## config.mk

```make
export PLATFORM = sky130hd
export DESIGN_NAME = blood_sprite_engine
export DESIGN_NICKNAME = d
export VERILOG_FILES = /design/src/rtl/blood_pkg.sv /design/src/rtl/blood_anim_ctrl.sv /design/src/rtl/blood_sprite_engine.sv
export SDC_FILE = /design/constraint.sdc
export NUM_CORES = 1
export LEC_CHECK = 0
export ABC_AREA = 0
export ABC_CLOCK_PERIOD_IN_PS = 2550
export BUFFER_PORTS_ARGS = -buffer_cell sky130_fd_sc_hd__buf_2
export CAP_MARGIN = 20
export CELL_PAD_IN_SITES_DETAIL_PLACEMENT = 1
export CELL_PAD_IN_SITES_GLOBAL_PLACEMENT = 1
export CORE_MARGIN = 5
export CORE_UTILIZATION = 35
export CTS_CLUSTER_SIZE = 10
export DETAILED_ROUTE_END_ITERATION = 10
export HOLD_SLACK_MARGIN = 0.06
export MAX_ROUTING_LAYER = met4
export PLACE_DENSITY_LB_ADDON = 0.1
export SYNTH_ARGS = -nofsm -noshare
export SYNTH_HDL_FRONTEND = slang
export SYNTH_HIERARCHICAL = 1
export SYNTH_SLANG_ARGS = --single-unit
```

## constraint.sdc

```tcl
create_clock -name clk -period 2.55 [get_ports clk]
set_clock_uncertainty 0.05 [all_clocks]
set_input_delay 0.1275 -clock clk [delete_from_list [all_inputs] [get_ports clk]]
set_output_delay 0.1275 -clock clk [all_outputs]
set_load 0.02 [all_outputs]
```

## src/rtl/blood_pkg.sv

```systemverilog
// Shared constants, FSM state type and width helper for the blood-splatter overlay.
package blood_pkg;
  localparam int SPR_SIZE = 64;
  localparam int COLOR_W  = 12;
  localparam logic [COLOR_W-1:0] TRANSPARENT = 12'h000;

  typedef enum logic [1:0] {IDLE, ARMED, PLAY} state_e;

  // Counter width for n values; never below one bit.
  function automatic int idx_w(input int n);
    return (n <= 1) ? 1 : $clog2(n);
  endfunction
endpackage

```

## src/rtl/blood_anim_ctrl.sv

```systemverilog
// Animation sequencer: hit latch, frame/hold counters, all stepped only on frame_tick or trigger.
module blood_anim_ctrl
  import blood_pkg::*;
#(
  parameter  int FRAMES     = 8,
  parameter  int FRAME_HOLD = 4,
  localparam int FW         = idx_w(FRAMES),
  localparam int HW         = idx_w(FRAME_HOLD)
) (
  input  logic          clk,
  input  logic          reset,
  input  logic          trigger,
  input  logic          frame_tick,
  input  logic [9:0]    hit_x,
  input  logic [9:0]    hit_y,
  output logic [FW-1:0] frame,
  output logic [9:0]    px,
  output logic [9:0]    py,
  output logic          playing,
  output logic          busy
);
  state_e        state, state_nx;
  logic [FW-1:0] frame_nx;
  logic [HW-1:0] hold, hold_nx;
  logic [9:0]    px_nx, py_nx;

  always_ff @(posedge clk or posedge reset) begin
    if (reset) begin
      state <= IDLE;
      frame <= '0;
      hold  <= '0;
      px    <= '0;
      py    <= '0;
    end else begin
      state <= state_nx;
      frame <= frame_nx;
      hold  <= hold_nx;
      px    <= px_nx;
      py    <= py_nx;
    end
  end

  // A trigger always wins over a coincident frame_tick.
  always_comb begin
    state_nx = state;
    frame_nx = frame;
    hold_nx  = hold;
    px_nx    = px;
    py_nx    = py;
    if (trigger) begin
      state_nx = ARMED;
      frame_nx = '0;
      hold_nx  = '0;
      px_nx    = hit_x;
      py_nx    = hit_y;
    end else if (frame_tick) begin
      case (state)
        ARMED: begin
          state_nx = PLAY;
          frame_nx = '0;
          hold_nx  = '0;
        end
        PLAY: begin
          if (hold == HW'(FRAME_HOLD - 1)) begin
            hold_nx = '0;
            if (frame == FW'(FRAMES - 1)) begin
              state_nx = IDLE;
              frame_nx = '0;
            end else begin
              frame_nx = frame + 1'b1;
            end
          end else begin
            hold_nx = hold + 1'b1;
          end
        end
        default: ;
      endcase
    end
  end

  assign playing = (state == PLAY);
  assign busy    = (state != IDLE);
endmodule

```

## src/rtl/blood_sprite_engine.sv

```systemverilog
// Splatter overlay: box test and ROM addressing, then a 2-stage pipeline aligned to the ROM's registered read.
module blood_sprite_engine
  import blood_pkg::*;
#(
  parameter int FRAMES     = 8,
  parameter int FRAME_HOLD = 4
) (
  input  logic                      clk,
  input  logic                      reset,
  input  logic                      video_on,
  input  logic [9:0]                x,
  input  logic [9:0]                y,
  input  logic                      frame_tick,
  input  logic                      trigger,
  input  logic [9:0]                hit_x,
  input  logic [9:0]                hit_y,
  output logic [5:0]                rom_row,
  output logic [5:0]                rom_col,
  input  logic [FRAMES*COLOR_W-1:0] rom_data,
  output logic [COLOR_W-1:0]        rgb_out,
  output logic                      blood_on,
  output logic                      busy
);
  localparam int FW = idx_w(FRAMES);

  logic [FW-1:0]      frame;
  logic [9:0]         px, py;
  logic               playing;
  logic               in_box;
  logic [10:0]        x_w, y_w, px_w, py_w;
  logic               s1_vis;
  logic [FW-1:0]      s1_frame;
  logic [COLOR_W-1:0] sel;
  logic               opaque;

  blood_anim_ctrl #(.FRAMES(FRAMES), .FRAME_HOLD(FRAME_HOLD)) u_ctrl (
    .clk        (clk),
    .reset      (reset),
    .trigger    (trigger),
    .frame_tick (frame_tick),
    .hit_x      (hit_x),
    .hit_y      (hit_y),
    .frame      (frame),
    .px         (px),
    .py         (py),
    .playing    (playing),
    .busy       (busy)
  );

  // 11-bit compare so a box near the right/bottom edge never wraps to 0.
  assign x_w  = {1'b0, x};
  assign y_w  = {1'b0, y};
  assign px_w = {1'b0, px};
  assign py_w = {1'b0, py};
  assign in_box = busy
               && (x_w >= px_w) && (x_w < px_w + 11'(SPR_SIZE))
               && (y_w >= py_w) && (y_w < py_w + 11'(SPR_SIZE));

  assign rom_col = in_box ? (x[5:0] - px[5:0]) : 6'd0;
  assign rom_row = in_box ? (y[5:0] - py[5:0]) : 6'd0;

  // Stage 1 lines up with the ROM's internal address register.
  always_ff @(posedge clk or posedge reset) begin
    if (reset) begin
      s1_vis   <= 1'b0;
      s1_frame <= '0;
    end else begin
      s1_vis   <= in_box & video_on & playing;
      s1_frame <= frame;
    end
  end

  always_comb begin
    sel = TRANSPARENT;
    for (int k = 0; k < FRAMES; k++)
      if (s1_frame == FW'(k)) sel = rom_data[k*COLOR_W +: COLOR_W];
  end

  assign opaque = s1_vis && (sel != TRANSPARENT);

  always_ff @(posedge clk or posedge reset) begin
    if (reset) begin
      rgb_out  <= TRANSPARENT;
      blood_on <= 1'b0;
    end else begin
      rgb_out  <= opaque ? sel : TRANSPARENT;
      blood_on <= opaque;
    end
  end
endmodule

```

# == Word level (Yosys, flattened, before mapping) ==
# Index checks and enable logic that the tools add are counted.
# classes
n_eq_ne,13
n_reduce_logical,13
add_sub_neg,6
magnitude_cmp,4
bitwise,2
muxes,25
# ops
operator,n
$mux 12,9
$add 10x7->11 const B,2
$lt 10x11->1,2
$ge 10x10->1,2
$eq 3x3->1 const B,5
$mux 2,7
$mux 3,4
$mux 6,2
$reduce_bool 12->1,1
$sub 6x6->6,2
$pmux 2 s2,2
$eq 3x2->1 const B,2
$ne 3x2->1 const B,2
$pmux 3 s2,1
$logic_and 1x1->1,5
$eq 2x2->1 const B,2
$reduce_and 4->1,1
$reduce_bool 2->1,2
$add 3x1->3 const B,1
$eq 3x1->1 const B,1
$logic_not 3->1,1
$reduce_and 3->1,1
$reduce_bool 3->1,1
$add 2x1->2 const B,1
3 further kinds,4
# word_totals
out_inout_bits,26
regBits,44
elab_cells,72

# == Longest topological paths before layout ==
# Gate-level depths: netlist of the first run.
# depth
ltp_word,12
depth_mapped,12
depth_no_buf,11

# == Modules after synthesis ==
# Netlist of the first run, hierarchy kept.
# modules_own_cells
mod,n_inst,area_per_inst_um2,cells_per_inst
blood_sprite_engine,1,2464.9,305
blood_anim_ctrl,1,1178.6,86

# == Least setup slack after synthesis of the first run ==
# OpenSTA, ideal clock, no wires.
# synth_path
kind,register -> output
from,register u_ctrl.px[1]
to,output port rom_row[3]
t_arrival_ns,2.152
path_buffers,0
stages_incl_launch_ff,10
setup_slack_ns,0.221
path_cell_list,dfrtp_1 > inv_1 > ha_1 > nor2b_1 > o21a_1 > o21ai_2 > a21oi_1 > o41ai_1 > nand4_1 > nor3b_1
# synth_via
elab_chain_len,6
# synth_lines
item,line,rtl
start: declaration,blood_anim_ctrl.sv:17,"output logic [9:0] px,"
start signal: assignment,blood_anim_ctrl.sv:38,px <= px_nx;
$add 10x7->11 / $ge 10x10->1 (equally long branches),blood_sprite_engine.sv:56,&& (x_w >= px_w) && (x_w < px_w + 11'(SPR_SIZE))
$lt 10x11->1 / $logic_and 1x1->1 (equally long branches),blood_sprite_engine.sv:56,
$logic_and 1x1->1 (*),blood_sprite_engine.sv:56,
$logic_and 1x1->1 (*) (2 in series),blood_sprite_engine.sv:57,&& (y_w >= py_w) && (y_w < py_w + 11'(SPR_SIZE));
$mux 6 (*),blood_sprite_engine.sv:60,assign rom_row = in_box ? (y[5:0] - py[5:0]) : 6'd0;
end: declaration,blood_sprite_engine.sv:17,"output logic [5:0] rom_row,"
# Every way passes the cells marked *; elsewhere a longest branch is shown, timed or not.

# == Worst setup path in the final report of the first run ==
# layout_path
from,register u_ctrl.py[0]
to,output port rom_row[1]
# layout_via
elab_chain_len,4
# layout_lines
item,line,rtl
start: declaration,blood_anim_ctrl.sv:18,"output logic [9:0] py,"
start signal: assignment,blood_anim_ctrl.sv:39,py <= py_nx;
$add 10x7->11 / $ge 10x10->1 (equally long branches),blood_sprite_engine.sv:57,
$lt 10x11->1 / $logic_and 1x1->1 (equally long branches),blood_sprite_engine.sv:57,
$logic_and 1x1->1,blood_sprite_engine.sv:57,
$mux 6 (*),blood_sprite_engine.sv:60,
# Marks and branches as above.

==> results of run 1 <==
-- what timing repair did --
item / 4_1_cts / 5_1_grt
hold buffers: 22 / 0
pin swaps: 12 / 15
setup buffers: 7 / 5
setup endpoints to repair: 12 / 13
endpoints found under the hold margin: 65 / 0
gates cloned: 0 / 0
gates resized for setup: 32 / 17
-- worst max-delay path, delay by kind of cell (launching register included) --
| kind | cells | cell delay (ns) |
|---|---|---|
| AO/OA/AOI/OAI | 5 | 0.84 |
| AND/OR/NAND/NOR | 2 | 0.18 |
| flip-flops | 1 | 0.43 |
| adder cells (fa/ha/maj) | 2 | 0.54 |
| buffers and inverters | 4 | 0.43 |
-- cell usage in the layout (no fill, tap or decap), drive strengths merged, types with 7 or more instances in the layout --
master / Yosys / routed
mux4: 8 / 8
buf: 16 / 189
ha: 33 / 33
and2: 9 / 9
dlygate4sd3: 0 / 22
mux2: 21 / 21
a21oi: 22 / 22
o21ai: 26 / 26
nor3: 9 / 9
nand2: 21 / 21
inv: 41 / 42
nor2b: 7 / 7
nor2: 28 / 28
mux2i: 12 / 12
nand3: 7 / 7
dfrtp: 44 / 44
a31oi: 7 / 7
xnor2: 8 / 8
-- layer usage --
metal	global-route usage, %	wire (um)
met2	36.3	6790
met1	26.8	5780
met5	-	0
met4	6.33	261
met3	3.67	662
-- worst paths after layout --
| check | startpoint | to | slack [ns] | cells after the start |
|---|---|---|---|---|
| max reg2reg | u_ctrl/py[0] | s1_vis | 0.03 | 12 |
| max in group asynchronous | reset | s1_vis | 1.62 | 3 |
| max | u_ctrl/py[0] | rom_row[1] | -0.37 | 13 |
| min | frame_tick | u_ctrl/state[1] | 0.14 | 3 |
| min in group asynchronous | reset | u_ctrl/py[4] | 0.40 | 4 |
| min reg2reg | u_ctrl/frame[1] | s1_frame[1] | 0.38 | 0 |
-- cell type report --
type / instances / area (sq um) / area share, %
multi-input combinational: 288 / 2400 / 45.8
timing repair buffer: 211 / 1300 / 24.7
sequential: 44 / 1100 / 21.0
tap: 136 / 170 / 3.25
inverter: 41 / 154 / 2.93
clock buffer: 5 / 68.8 / 1.31
clock inverter: 3 / 46.3 / 0.883
antenna: 2 / 5.00 / 0.0954
-- metrics by stage --
| stage | instance area, sq um | TNS (ns) |
|---|---|---|
| after CTS | 5150 | -4.35 |
| after detailed placement | 4640 | -0.571 |
| after floorplan | 3640 | 0 |
| final | 5240 | -4.13 |
| after global routing | 5240 | -5.23 |
| after global placement | 4640 | 0 |
-- state kept, by name (all words and copies together), names as in the netlist --
register / flops
blood_on: 1
rgb_out: 12
s1_frame: 3
s1_vis: 1
u_ctrl/frame: 3
u_ctrl/hold: 2
u_ctrl/px: 10
u_ctrl/py: 10
u_ctrl/state: 2
-- cells by family after synthesis --
kind of cell             Yosys count  share of synthesized area (%)
multiplexers                      41                           15.1
flip-flops                        44                           30.2
buffers and inverters             59                           7.11
XOR/XNOR                           9                           2.16
adder cells (fa/ha/maj)           35                           12.4
AND/OR/NAND/NOR                  104                           14.7
AO/OA/AOI/OAI                     99                           18.3
-- power by group through the flow --
| stage | combinational (mW) | sequential [mW] | clock [mW] |
|---|---|---|---|
| CTS | 0.682 | 0.765 | 0.589 |
| global route | 0.815 | 0.771 | 0.614 |
| detailed placement | 0.598 | 0.778 | 0 |
| global placement | 0.581 | 0.775 | 0 |
| finish | 0.740 | 0.766 | 0.567 |
| floorplan | 0.367 | 0.767 | 0 |
==> flow_summary_export.csv, run 1 <==
group,metric,value,unit
worst_setup_path,path_cells,"ha_4 > inv_2 > fa_2 > a21o_1 > a21oi_2 > o21ai_2 > a211oi_2 > o21ai_2 > nand4_1 > buf_6 > buf_6 > nor2_2 > buf_6",
cts,tritoncts,"done",
placement,place_congestion,0.898,
route,ant_nets,0,
pwr,power_density,395,nW/um^2
synthesis,synth_area_leaders,"dfrtp_1 30%, ha_1 11%, mux2_2 6.5%, inv_1 4.1%, mux2i_1 3.3%",
cts,clock_path_buffers,2,
route,vias,3780,
synthesis,synthFlopType,"dfrtp_1",
route,wl_per_cell,18.5,um
cts,cts_inserted_buffers,5,
cts,clock-root-buffer,"clkbuf_8",
synthesis,yosysWarnings,6,
layout,fill_cells,1223,
layout,synthToLayoutAreaGrowth,43.9,%
timing,finalSetupViolCount,12,
die,dieArea,12600,sq um
worst_setup_path,cp_slowest_cell,"dfrtp_1",
timing,rsz0062_at_grt,"true",
pwr,combPwrFrac,35.7,%
die,die_h,112,um
worst_setup_path,critPathKind,"reg2out",
grt,antenna_found_initial,2,
layout,layout.nets,767,
placement,dp.cells,687,
worst_setup_path,worstPathMaxFanout,4,
worst_setup_path,cpMostUsedCell,"buf_6",
worst_setup_path,cp.arrival,2.75,ns
synthesis,synth_commonest_cells,"44 x dfrtp_1, 40 x inv_1, 33 x ha_1",
worst_setup_path,cp-start-kind,"flip-flop",
timing,holdWs,0.139,ns
pwr,vdd_drop_max,0.000289,V
layout,drive_above_1_share,43.2,%
timing,worstMarginPinSlew,0.710,ns
synthesis,synth_area_per_cell,9.32,sq um
layout,stdcell_count,730,
cts,htree_levels,2,
pwr,power,2.07,mW
die,start_util,35.6,%
cts,insertion_delay,0.31,ns
route,via_per_inst,5.18,
timing,fmax,342,MHz
pwr,swShare,32.2,%
cts,clock-sinks,44,
run,maxCapViolations,0,
grt,grt_max_degree,29,
pwr,p_sw,668,uW
placement,place_ws,-0.0724,ns
grt,grt.total_usage,21.6,%
cts,path_clk_slew,0.10,ns
worst_setup_path,worstPathRequired,2.37,ns
timing,max_slew_margin,52.7,%
route,wirelength,13500,um
worst_setup_path,slowest_delay,0.43,ns
hold_path,hp-class,"in2reg",
route,drc,0,
pwr,clkPwrFrac,27.3,%
timing,fin_crit_sh,115,%
route,first_iter_violations,115,
timing,period_needed,2.92,ns
pwr,p_seq_share,37.0,%
pwr,p_leak,2.61,nW
synthesis,synth_seq_area_share,30.2,%
synthesis,syn_nets,567,
grt,grt_pass1_vias,4210,
status,status,"finished with violations",
synthesis,synth_edf_count,0,
timing,worst_slack,-0.373,ns
placement,dp_hpwl,10200,um
synthesis,yosys.area.top_type,"dfrtp_1",
synthesis,async_flop_share,100,%
synthesis,ys_seq_elements,44,
status,violations,"setup timing",
timing,hold_violations,0,
die,rows,37,
synthesis,synth_top_cell_area_share,30.2,%
synthesis,synth_cell_types,58,
worst_setup_path,critPathCaptureType,"output pin",
layout,final_core_util,51.3,%
placement,portBuffers,166,
pwr,p_int,1.40,mW
route,drt-pass1-iter-count,4,
die,io_pins,167,
synthesis,synth_most_common_cell,"dfrtp_1",
grt,grt_pass1_wl,21400,um
synthesis,syn-instance-count,391,
die,fp.dieW,112,um
timing,finalMaxSlewViolations,0,
die,core-area,10200,sq um
grt,grt_overflow,0,
synthesis,synth_area,3640,sq um
No activity file was read; power rests on OpenSTA's default activity.
==> run 2, diff against run 1 <==
CELL_PAD_IN_SITES_DETAIL_PLACEMENT = unset   (was 1)
CELL_PAD_IN_SITES_GLOBAL_PLACEMENT = unset   (was 1)
CORE_UTILIZATION = 40   (was 35)
PLACE_DENSITY = 0.7   (was unset)
PLACE_DENSITY_LB_ADDON = unset   (was 0.1)
==> run 2 against run 1 <==
  * Worst hold slack lost 0.013 ns
  * Final area grew 1.1%
  * Largest power group is now combinational logic
  * Largest cell class unchanged
  * Sequential power is essentially flat
  * Critical path depth shrank 2
  * Utilization grew 8.9 points
  * Highest routed layer unchanged
  * Power shrank 1.0%
  * The flow still finishes with violations (setup timing)
  * Fmax grew 2.5%
==> flow_summary_export.csv, run 2 (same netlist as run 1, synthesis figures left out) <==
group,metric,value,unit
timing,holdWs,0.127,ns
die,fp.dieW,105,um
layout,top_register,"rgb_out",
grt,grt.total_usage,23.0,%
hold_path,holdCritStartpoint,"rom_data[85]",
worst_setup_path,reg2reg_to,"s1_vis",
pwr,p_leak,2.66,nW
worst_setup_path,critPathCaptureType,"output pin",
die,die_h,105,um
worst_setup_path,r2r_slack,0.24,ns
grt,grt_overflow,0,
timing,setup-tns-final,-3.12,ns
placement,portBuffers,166,
die,io_pins,167,
layout,synthToLayoutAreaGrowth,45.5,%
worst_setup_path,cp-start-kind,"flip-flop",
grt,grt_pass1_wl,20100,um
timing,finalMaxSlewViolations,0,
route,first_iter_violations,180,
status,violations,"setup timing",
route,wl_per_cell,18.0,um
route,drc,0,
layout,layout.nets,779,
timing,period_needed,2.85,ns
timing,worstMarginPinSlew,0.685,ns
grt,grt_pass1_vias,4118,
placement,dp_hpwl,9560,um
hold_path,worstHoldPathCells,3,
die,start_util,41.4,%
worst_setup_path,cp.arrival,2.68,ns
run,maxCapViolations,0,
timing,hold_violations,0,
pwr,vdd_drop_max,0.000293,V
route,wirelength,12800,um
die,rows,34,
die,core-area,8810,sq um
worst_setup_path,crit_start,"u_ctrl/py[1]",
cts,tritoncts,"done",
worst_setup_path,worstPathMaxFanout,3,
route,vias,3913,
layout,multi_input_area,2420,sq um
layout,final_common_cell,"buf_2",
layout,stdcell_count,712,
hold_path,hold_end,"rgb_out[1]",
cts,path_clk_slew,0.10,ns
cts,cts_inserted_buffers,5,
route,drt-pass1-iter-count,5,
grt,antenna_found_initial,0,
worst_setup_path,r2r-start,"u_ctrl/px[0]",
timing,rsz0062_at_grt,"true",
placement,place_congestion,0.970,
timing,max_slew_margin,54.3,%
die,dieArea,11100,sq um
layout,drive_above_1_share,45.0,%
layout,top_regs,"rgb_out x12, u_ctrl/px x10, u_ctrl/py x10",
layout,fill_cells,713,
route,via_per_inst,5.50,
cts,htree_levels,2,
cts,clock-sinks,44,
layout,diodes,0,
hold_path,hp-class,"in2reg",
cts,clock-root-buffer,"clkbuf_8",
timing,finalSetupViolCount,12,
worst_setup_path,critPathKind,"reg2out",
layout,largest_reg_flops,12,
layout,final_cell_mix,"155 x buf_2, 44 x dfrtp_1, 36 x inv_1",
layout,final-seq-area,1100,sq um
route,ant_nets,0,
status,status,"finished with violations",
timing,fmax,351,MHz
placement,dp.cells,658,
timing,fin_crit_sh,112,%
pwr,power_density,387,nW/um^2
worst_setup_path,worstPathRequired,2.37,ns
cts,insertion_delay,0.31,ns
grt,grt_max_degree,29,
worst_setup_path,reg2reg_depth,11,
cts,clock_path_buffers,2,
timing,worst_slack,-0.303,ns
-- run 2: metal layers --
| layer | global-route usage (%) | vias up | part of all wire [%] |
|---|---|---|---|
| met2 | 40.7 | 143 | 53 |
| met1 | 27.0 | 1902 | 39 |
| met3 | 4.77 | 28 | 6.3 |
| li1 | - | 1840 | - |
| met5 | - | - | 0 |
| met4 | 4.50 | 0 | 2.1 |
-- run 2: worst max-delay path by stage --
stage | to | slack [ns] | cells past startpoint
floorplan | rom_row[3] | 0.22 | 9
global placement | rom_col[2] | 0.03 | 12
detailed placement | rom_col[4] | -0.11 | 12
CTS | rom_row[3] | -0.23 | 11
global route | rom_row[3] | -0.45 | 11
finish | rom_row[5] | -0.30 | 11
-- run 2: area by class of cell --
cell class              instances  area share (%)
clock buffers                   5            1.30
repair buffers                223            26.2
inverters                      41            2.90
flip-flops and latches         44            20.8
multi-input cells             288            45.7
well taps                     108            2.55
clock inverters                 3           0.496
-- run 2: report_power, final --
| part | internal [mW] | switching [mW] |
|---|---|---|
| Combinational | 0.414 | 0.381 |
| Sequential | 0.733 | 0.0368 |
| Clock | 0.202 | 0.284 |
-- run 2: per-stage QoR --
step	total power, mW	cell area (sq um)	setup WS (ns)	utilization, %
2_1_floorplan	1.13	3640	0.221	-
3_3_place_gp	1.35	4600	0.0315	52.2
3_5_place_dp	1.37	4600	-0.109	52.2
4_1_cts	2.01	5240	-0.228	59.5
5_1_grt	2.18	5300	-0.446	60.2
6_report	2.05	5300	-0.303	60.2
-- run 2: critical path, stage by stage (launching register included) --
cell and delay, ns:
dfrtp_1 0.38, inv_2 0.05, ha_1 0.28, nor2b_1 0.14, o21a_1 0.20, o21ai_2 0.19
a21oi_2 0.09, o41ai_2 0.23, nand4_1 0.24, buf_4 0.22, nor3_4 0.19, buf_6 0.14
-- run 2: what timing repair did --
item | CTS | global route
setup buffers | 18 | 6
gates resized for setup | 54 | 5
hold buffers | 22 | 0
pin swaps | 17 | 12
hold endpoints to repair | 49 | 0
setup endpoints to repair | 12 | 12
